File: src/rtl/stack_ctrl.sv
// stack_ctrl: stack sequencer in front of the data memory.
// Takes PUSH/POP/CALL/RET requests over a valid/ready handshake, owns the
// downward-growing stack pointer, and presents each access to the memory as
// one registered cycle (push or pop strobe plus sp/rez). Any overflow or
// underflow attempt parks the block in a sticky FAULT state until rst.
module stack_ctrl #(
    parameter logic [15:0] STACK_TOP   = 16'hFFFF,
    parameter logic [15:0] STACK_LIMIT = 16'hFF00
) (
    input  logic        clk,
    input  logic        rst,
    input  logic        req_valid,
    input  logic [1:0]  req_op,
    input  logic [15:0] push_data,
    input  logic [15:0] ret_addr,
    output logic        req_ready,
    output logic [15:0] sp,
    output logic        push,
    output logic        pop,
    output logic [15:0] rez,
    output logic        done,
    output logic [1:0]  done_op,
    output logic        empty,
    output logic        full,
    output logic        fault
);

    // Op encoding: bit 0 clear = write-type (PUSH/CALL), set = read-type (POP/RET);
    // bit 1 selects the CALL/RET flavour.
    localparam logic [1:0] OP_PUSH = 2'b00;
    localparam logic [1:0] OP_POP  = 2'b01;
    localparam logic [1:0] OP_CALL = 2'b10;
    localparam logic [1:0] OP_RET  = 2'b11;

    // The slot just below the lowest legal one; reaching it means the stack is full.
    localparam logic [15:0] FULL_SP = STACK_LIMIT - 16'd1;

    typedef enum logic [1:0] {
        ST_IDLE,
        ST_WR,
        ST_RD,
        ST_FAULT
    } state_t;

    state_t      state_reg;
    logic [15:0] sp_reg;
    logic [15:0] rez_reg;
    logic        push_reg;
    logic        pop_reg;
    logic        done_reg;
    logic [1:0]  done_op_reg;
    logic        fault_reg;

    logic        empty_w;
    logic        full_w;
    logic        accept_w;
    logic        is_write_w;

    // Bound checks come straight from the registered pointer so they are
    // valid in the same cycle a request is evaluated.
    assign empty_w    = (sp_reg == STACK_TOP);
    assign full_w     = (sp_reg == FULL_SP);
    assign accept_w   = req_valid && (state_reg == ST_IDLE);
    assign is_write_w = (req_op == OP_PUSH) || (req_op == OP_CALL);

    // Sequencer: accept in IDLE, spend exactly one cycle on the memory bus,
    // then return to IDLE; bound violations latch into FAULT.
    always_ff @(posedge clk) begin
        if (rst) begin
            state_reg   <= ST_IDLE;
            sp_reg      <= STACK_TOP;
            rez_reg     <= 16'd0;
            push_reg    <= 1'b0;
            pop_reg     <= 1'b0;
            done_reg    <= 1'b0;
            done_op_reg <= 2'b00;
            fault_reg   <= 1'b0;
        end else begin
            // Strobes are single-cycle unless re-armed below.
            push_reg <= 1'b0;
            pop_reg  <= 1'b0;
            done_reg <= 1'b0;
            case (state_reg)
                ST_IDLE: begin
                    if (accept_w) begin
                        if (is_write_w) begin
                            if (full_w) begin
                                state_reg <= ST_FAULT;
                                fault_reg <= 1'b1;
                            end else begin
                                // sp already names the free slot; it moves after the write.
                                rez_reg     <= (req_op == OP_CALL) ? ret_addr : push_data;
                                done_op_reg <= req_op;
                                push_reg    <= 1'b1;
                                done_reg    <= 1'b1;
                                state_reg   <= ST_WR;
                            end
                        end else begin
                            if (empty_w) begin
                                state_reg <= ST_FAULT;
                                fault_reg <= 1'b1;
                            end else begin
                                // Step up first so the read cycle addresses the top entry.
                                sp_reg      <= sp_reg + 16'd1;
                                done_op_reg <= req_op;
                                pop_reg     <= 1'b1;
                                done_reg    <= 1'b1;
                                state_reg   <= ST_RD;
                            end
                        end
                    end
                end
                ST_WR: begin
                    sp_reg    <= sp_reg - 16'd1;
                    state_reg <= ST_IDLE;
                end
                ST_RD: begin
                    state_reg <= ST_IDLE;
                end
                ST_FAULT: begin
                    state_reg <= ST_FAULT;
                    fault_reg <= 1'b1;
                end
                default: begin
                    state_reg <= ST_FAULT;
                    fault_reg <= 1'b1;
                end
            endcase
        end
    end

    // OP_POP/OP_RET are distinguished only through is_write_w; keep them named
    // for readers of the encoding.
    logic unused_ops_w;
    assign unused_ops_w = ^{OP_POP, OP_RET};

    assign req_ready = (state_reg == ST_IDLE);
    assign sp        = sp_reg;
    assign push      = push_reg;
    assign pop       = pop_reg;
    assign rez       = rez_reg;
    assign done      = done_reg;
    assign done_op   = done_op_reg;
    assign empty     = empty_w;
    assign full      = full_w;
    assign fault     = fault_reg;

endmodule
File: config.mk
export PLATFORM = sky130hd
export DESIGN_NAME = stack_ctrl
export DESIGN_NICKNAME = d
export VERILOG_FILES = /design/src/rtl/stack_ctrl.sv
export SDC_FILE = /design/constraint.sdc
export NUM_CORES = 1
export LEC_CHECK = 0
export ABC_CLOCK_PERIOD_IN_PS = 3100
export CAP_MARGIN = 20
export CORE_ASPECT_RATIO = 1.75
export CORE_UTILIZATION = 45
export CTS_CLUSTER_SIZE = 16
export DETAILED_ROUTE_END_ITERATION = 12
export PLACE_DENSITY = 0.78
export SLEW_MARGIN = 20
export SYNTH_ARGS = -nofsm -noshare
export SYNTH_HDL_FRONTEND = slang
export SYNTH_SLANG_ARGS = --single-unit
export TNS_END_PERCENT = 1
File: constraint.sdc
create_clock -name clk -period 3.1 [get_ports clk]
set_input_delay 0.62 -clock clk [delete_from_list [all_inputs] [get_ports clk]]
set_output_delay 0.62 -clock clk [all_outputs]
set_load 0.01 [all_outputs]
# Yosys cells after proc, flatten, opt, wreduce, memory -nomap -nowiden
# Cells that the tools add are included.
dict set report classes {
  addsub 2
  eq_ne 13
  muxes 21
  bitwise 4
  reduce_logical 14
}
# op n
set ops {}
lappend ops {{2-to-1 mux 16 bit} 4}
lappend ops {{== test 16 bit (second input constant)} 2}
lappend ops {{one-hot mux 16 bit (2 select lines)} 1}
lappend ops {{adder 16 x 1 -> 16 bit (second input constant)} 1}
lappend ops {{AND reduction 4 bit} 4}
lappend ops {{subtractor 16 x 1 -> 16 bit (second input constant)} 1}
lappend ops {{2-to-1 mux 2 bit} 6}
lappend ops {{2-to-1 mux 1 bit} 8}
lappend ops {{OR reduction 4 bit} 2}
lappend ops {{== test 2 bit (second input constant)} 3}
lappend ops {{!= test 2 bit (second input constant)} 3}
lappend ops {{one-hot mux 2 bit (3 select lines)} 1}
lappend ops {{zero test 2 bit} 2}
lappend ops {{!= test 2 x 1 -> 1 bit (second input constant)} 2}
lappend ops {{NOT 1 bit} 4}
lappend ops {{nonzero test 2 bit} 2}
lappend ops {{!= test 3 x 1 -> 1 bit (second input constant)} 1}
lappend ops {{!= test 3 bit (second input constant)} 1}
lappend ops {{OR reduction 3 bit} 1}
lappend ops {{== test 2 x 1 -> 1 bit (second input constant)} 1}
lappend ops {{one-hot mux 1 bit (2 select lines)} 1}
lappend ops {{OR reduction 2 bit} 1}
lappend ops {{logical AND 1 bit} 1}
lappend ops {{logical OR 1 bit} 1}
dict set report word_totals {
  regBits 40
  inputBits 37
  output_inout_bits 41
  word_cells 62
}

# Logic depth before layout (Yosys ltp)
dict set report logic_depth {
  depth_word 5
  ltp_mapped 10
  depth_no_buf 9
}

# Worst setup path before layout
# Ideal clock, no wire load.
dict set report synth_timing {
  path_kind {reg-to-reg}
  start {register state_reg[1]}
  end {register sp_reg[14], in the netlist sp[14]}
  setup_ns 0.088
  arrival_time_ns 2.143
  required_time_ns 3.012
  path_slack_ns 0.869
  stages_incl_launch_ff 11
  path_buffers 1
  period_less_slack_ns 2.231
  cell_sequence {dfxtp_1 -> nand2b_2 -> buf_4 -> xnor2_1 -> ha_1 -> and4_1 -> o21ai_0 -> nand2_2 -> and2_4 -> a211o_1 -> a311oi_2}
}
dict set report synth_between {
  elab_chain_len 4
  elab_cells_between_ends 9
  classes_between {4 x eq/ne; 1 x mux; 4 x reduce/logical}
}
# element line_no
set synth_lines {}
lappend synth_lines {{start: declaration} 45} ;# state_t state_reg;
lappend synth_lines {{start signal: assignment} 70} ;# state_reg <= ST_IDLE;
lappend synth_lines {{start signal: assignment} 88} ;# state_reg <= ST_FAULT;
lappend synth_lines {{start signal: assignment} 96} ;# state_reg <= ST_WR;
lappend synth_lines {{zero test 2 bit} {63, 83}}
lappend synth_lines {{logical AND 1 bit} 63} ;# assign accept_w = req_valid && (state_reg == ST_IDLE);
lappend synth_lines {{!= test 2 x 1 -> 1 bit (no line)} --}
lappend synth_lines {{AND reduction 4 bit (no line)} --}
lappend synth_lines {{end signal: assignment} 104} ;# sp_reg <= sp_reg + 16'd1;
lappend synth_lines {{end signal: assignment} 114} ;# sp_reg <= sp_reg - 16'd1;
lappend synth_lines {{end: declaration} 46} ;# logic [15:0] sp_reg;
# Parallel ways exist; a longest one is shown, timed or not.
# A chain may end at the register's enable or synchronous reset.

# Worst setup path after layout
dict set report layout_timing {
  start {register sp_reg[2], in the netlist sp[2]}
  end {output port empty}
}
dict set report layout_between {
  elab_chain_len 1
}
# element line_no
set layout_lines {}
lappend layout_lines {{== test 16 bit} 61} ;# assign empty_w = (sp_reg == STACK_TOP);
lappend layout_lines {{end: declaration} 23} ;# output logic empty,
# No other way between the ends.

==> results.json <==
{
  "ys.flop_type": "dfxtp_1",
  "track_usage_pct": 22.4,
  "clkTransAtPathRegs_ps": 80,
  "fin_setup_tns_ps": 0,
  "multi_input_area_um2": 1370,
  "core_um2": 4980,
  "synth-edff-count": 0,
  "yosys_warnings": 0,
  "register_area_um2": 801,
  "end_kind": "output port",
  "cts_buffer_depth": 2,
  "drt_iter0_markers": 66,
  "synth_commonest_cells": "40 x dfxtp_1, 21 x mux2i_1, 17 x nand2_1, 17 x nor2_1, 16 x o2bb2ai_1",
  "die_x_um": 56.5,
  "skew_ps": 5.72,
  "io_pins": 78,
  "vias": 2211,
  "ctsResizeCount": 0,
  "yosysTopAreaCell": "dfxtp_1",
  "die_h_um": 97.3,
  "finalCritPeriodShare_pct": 88.2,
  "critPathArrivalTime_ps": 2120,
  "antenna_found_initial": 0,
  "wl_per_cell_um": 15.7,
  "reg2reg_depth": 9,
  "grt_remaining_overflow": 0,
  "hp-start": "rez[3]",
  "pwr-share-clk_pct": 14.3,
  "hpwl_um": 4570,
  "max_slew_margin_pct": 62.9,
  "rrSetupSlack_ps": 630,
  "postSynthCellCount": 262,
  "fill_cells": 443,
  "synthTopCellsByArea": "dfxtp_1 34%, mux2i_1 9.0%, o2bb2ai_1 6.0%, buf_4 3.2%, nand2_1 2.7%",
  "num_rows": 34,
  "hold_end": "rez[3]",
  "finalWeightedCongestion": 0.985,
  "worst_slew_pin_slew_ps": 556,
  "area_growth_pct": 34.8,
  "cts_setup_buffers": 0,
  "async_flop_share_pct": 0,
  "intPower_mw": 1.69,
  "first_pass_iters": 5,
  "grt_pass1_vias": 2133,
  "wirelength_um": 6000,
  "syn_area_per_cell_um2": 8.92,
  "pwr_density_cell_nw_per_um2": 931,
  "finalSetupViolCount": 0,
  "cts_hold_buffers": 0,
  "peakVddDrop_mv": 0.749,
  "drive_above_1_share_pct": 8.26,
  "critPathMaxFanout": 12,
  "fin_crit_ps": 2740,
  "p_sw_mw": 1.24,
  "finalInstanceArea_um2": 3150,
  "hold_slack_ps": 466,
  "cts_num_sinks": 40,
  "timing.rr.start": "state_reg[1]",
  "hold_viol": 0,
  "fmax_mhz": 366,
  "grt_max_degree": 20,
  "ys_seq_elements": 40,
  "start_kind": "register",
  "initial_utilization_pct": 47.0,
  "clock_latency_ps": 300,
  "ant_nets": 0,
  "numPortBuffers": 77,
  "layout.nets": 364,
  "antenna_cells": 0,
  "numCtsBuffers": 5,
  "rr_endpoint": "sp[14]",
  "cts_tree": "done",
  "vias_per_cell": 5.80,
  "yosysMostFrequentCell": "dfxtp_1",
  "syn_area_um2": 2340,
  "synth_cell_types": 58,
  "synth.top_cell.area_share_pct": 34.3,
  "htreeDepth": 2,
  "place_area_um2": 3040,
  "drv_cap": 0,
  "sw_frac_of_total_pct": 42.3,
  "worstPathRequired_ps": 2480,
  "p_comb_share_pct": 55.9,
  "seqPwrFrac_pct": 29.7,
  "drc": 0,
  "hold_class": "register to register",
  "seq_area_frac_synth_pct": 34.3,
  "worst-setup-path-type": "register to output port",
  "root_buffer": "clkbuf_8",
  "grt_pass1_wl_um": 9830,
  "syn-num-nets": 300,
  "drv_slew": 0,
  "leakagePower_nw": 1.24,
  "rsz0062_at_grt": "false",
  "dieArea_um2": 5500,
  "status": "complete, no violations",
  "min_path_cells": 1
}
==> critical path, cell delays in order (launching register included) <==
cell and delay, ps:
dfxtp_1 520, nand3_1 200, nor3_1 230, nand4_1 170, nor2_1 150, clkdlybuf4s50_1 550
==> layout make-up <==
type                       count  area share (%)
multi-input combinational    196            43.4
sequential                    40            25.4
timing repair buffer          81            25.4
clock buffer                   6            2.30
tap                           54            2.14
clock inverter                 2            1.11
inverter                       2           0.238
==> layout by cell type (no fill, tap or decap), types with 2 or more instances in the layout <==
cell and instances:
nor2_1 17, nor3_1 8, a211oi_1 2, clkbuf_8 5
clkdlybuf4s50_1 77, nand2_1 17, nand4_1 10, nand3b_1 2
and4_1 2, inv_1 2, a21oi_1 10, o22ai_1 2
a211o_1 2, nand3_1 7, nor2b_1 3, nor4_1 2
o31ai_1 2, buf_4 4, mux2i_1 21, o21a_1 2
o21bai_1 5, nand2b_1 9, and3_1 6, or3_1 6
o21ai_0 4, o2bb2ai_1 16, xor2_1 5, o21ai_1 3
xnor2_1 4, or2_2 2, dfxtp_1 40, or4_1 2
==> stage by stage <==
step | setup slack, ps | total power [mW] | utilization, % | cells
finish | 365 | 2.93 | 63.3 | 381
global route | 67.4 | 3.16 | 63.3 | 381
CTS | 375 | 2.94 | 63.3 | 381
detailed placement | 701 | 2.51 | 61.1 | 373
global placement | 757 | 2.47 | 61.1 | 373
floorplan | 869 | 2.02 | - | 262
==> routing by layer <==
layer | global-route usage, % | vias to the layer above | wire length (µm)
li1 | - | 1093 | -
met5 | 0 | - | 0
met3 | 5.33 | 14 | 494
met1 | 21.9 | 995 | 2220
met4 | 9.01 | 0 | 137
met2 | 42.9 | 109 | 3150
==> kinds of logic after synthesis <==
family	count (synthesis)	synth area share, %
adders and majority gates	1	0.535
DFF	40	34.3
buffers and inverters	26	7.39
muxes	21	8.99
AOI/OAI and AO/OA	59	19.3
and+or+nand+nor	106	26.1
xor gates and xnor gates	9	3.37
==> worst max-delay path by stage <==
stage | start | end | slack, ps | cells after the start
finish | sp[2] | empty | 360 | 5
global route | sp[2] | empty | 70 | 5
CTS | sp[2] | empty | 380 | 5
detailed placement | state_reg[1] | sp[14] | 700 | 9
global placement | sp[0] | rez[14] | 760 | 5
floorplan | state_reg[1] | sp[14] | 870 | 10
==> power by group through the flow <==
stage	logic [mW]	clock network (mW)	registers [mW]
floorplan	1.23	0	0.789
global placement	1.60	0	0.875
detailed placement	1.63	0	0.877
CTS	1.65	0.429	0.867
global route	1.81	0.454	0.901
finish	1.64	0.420	0.872
Power figures use the tool's default switching activity.
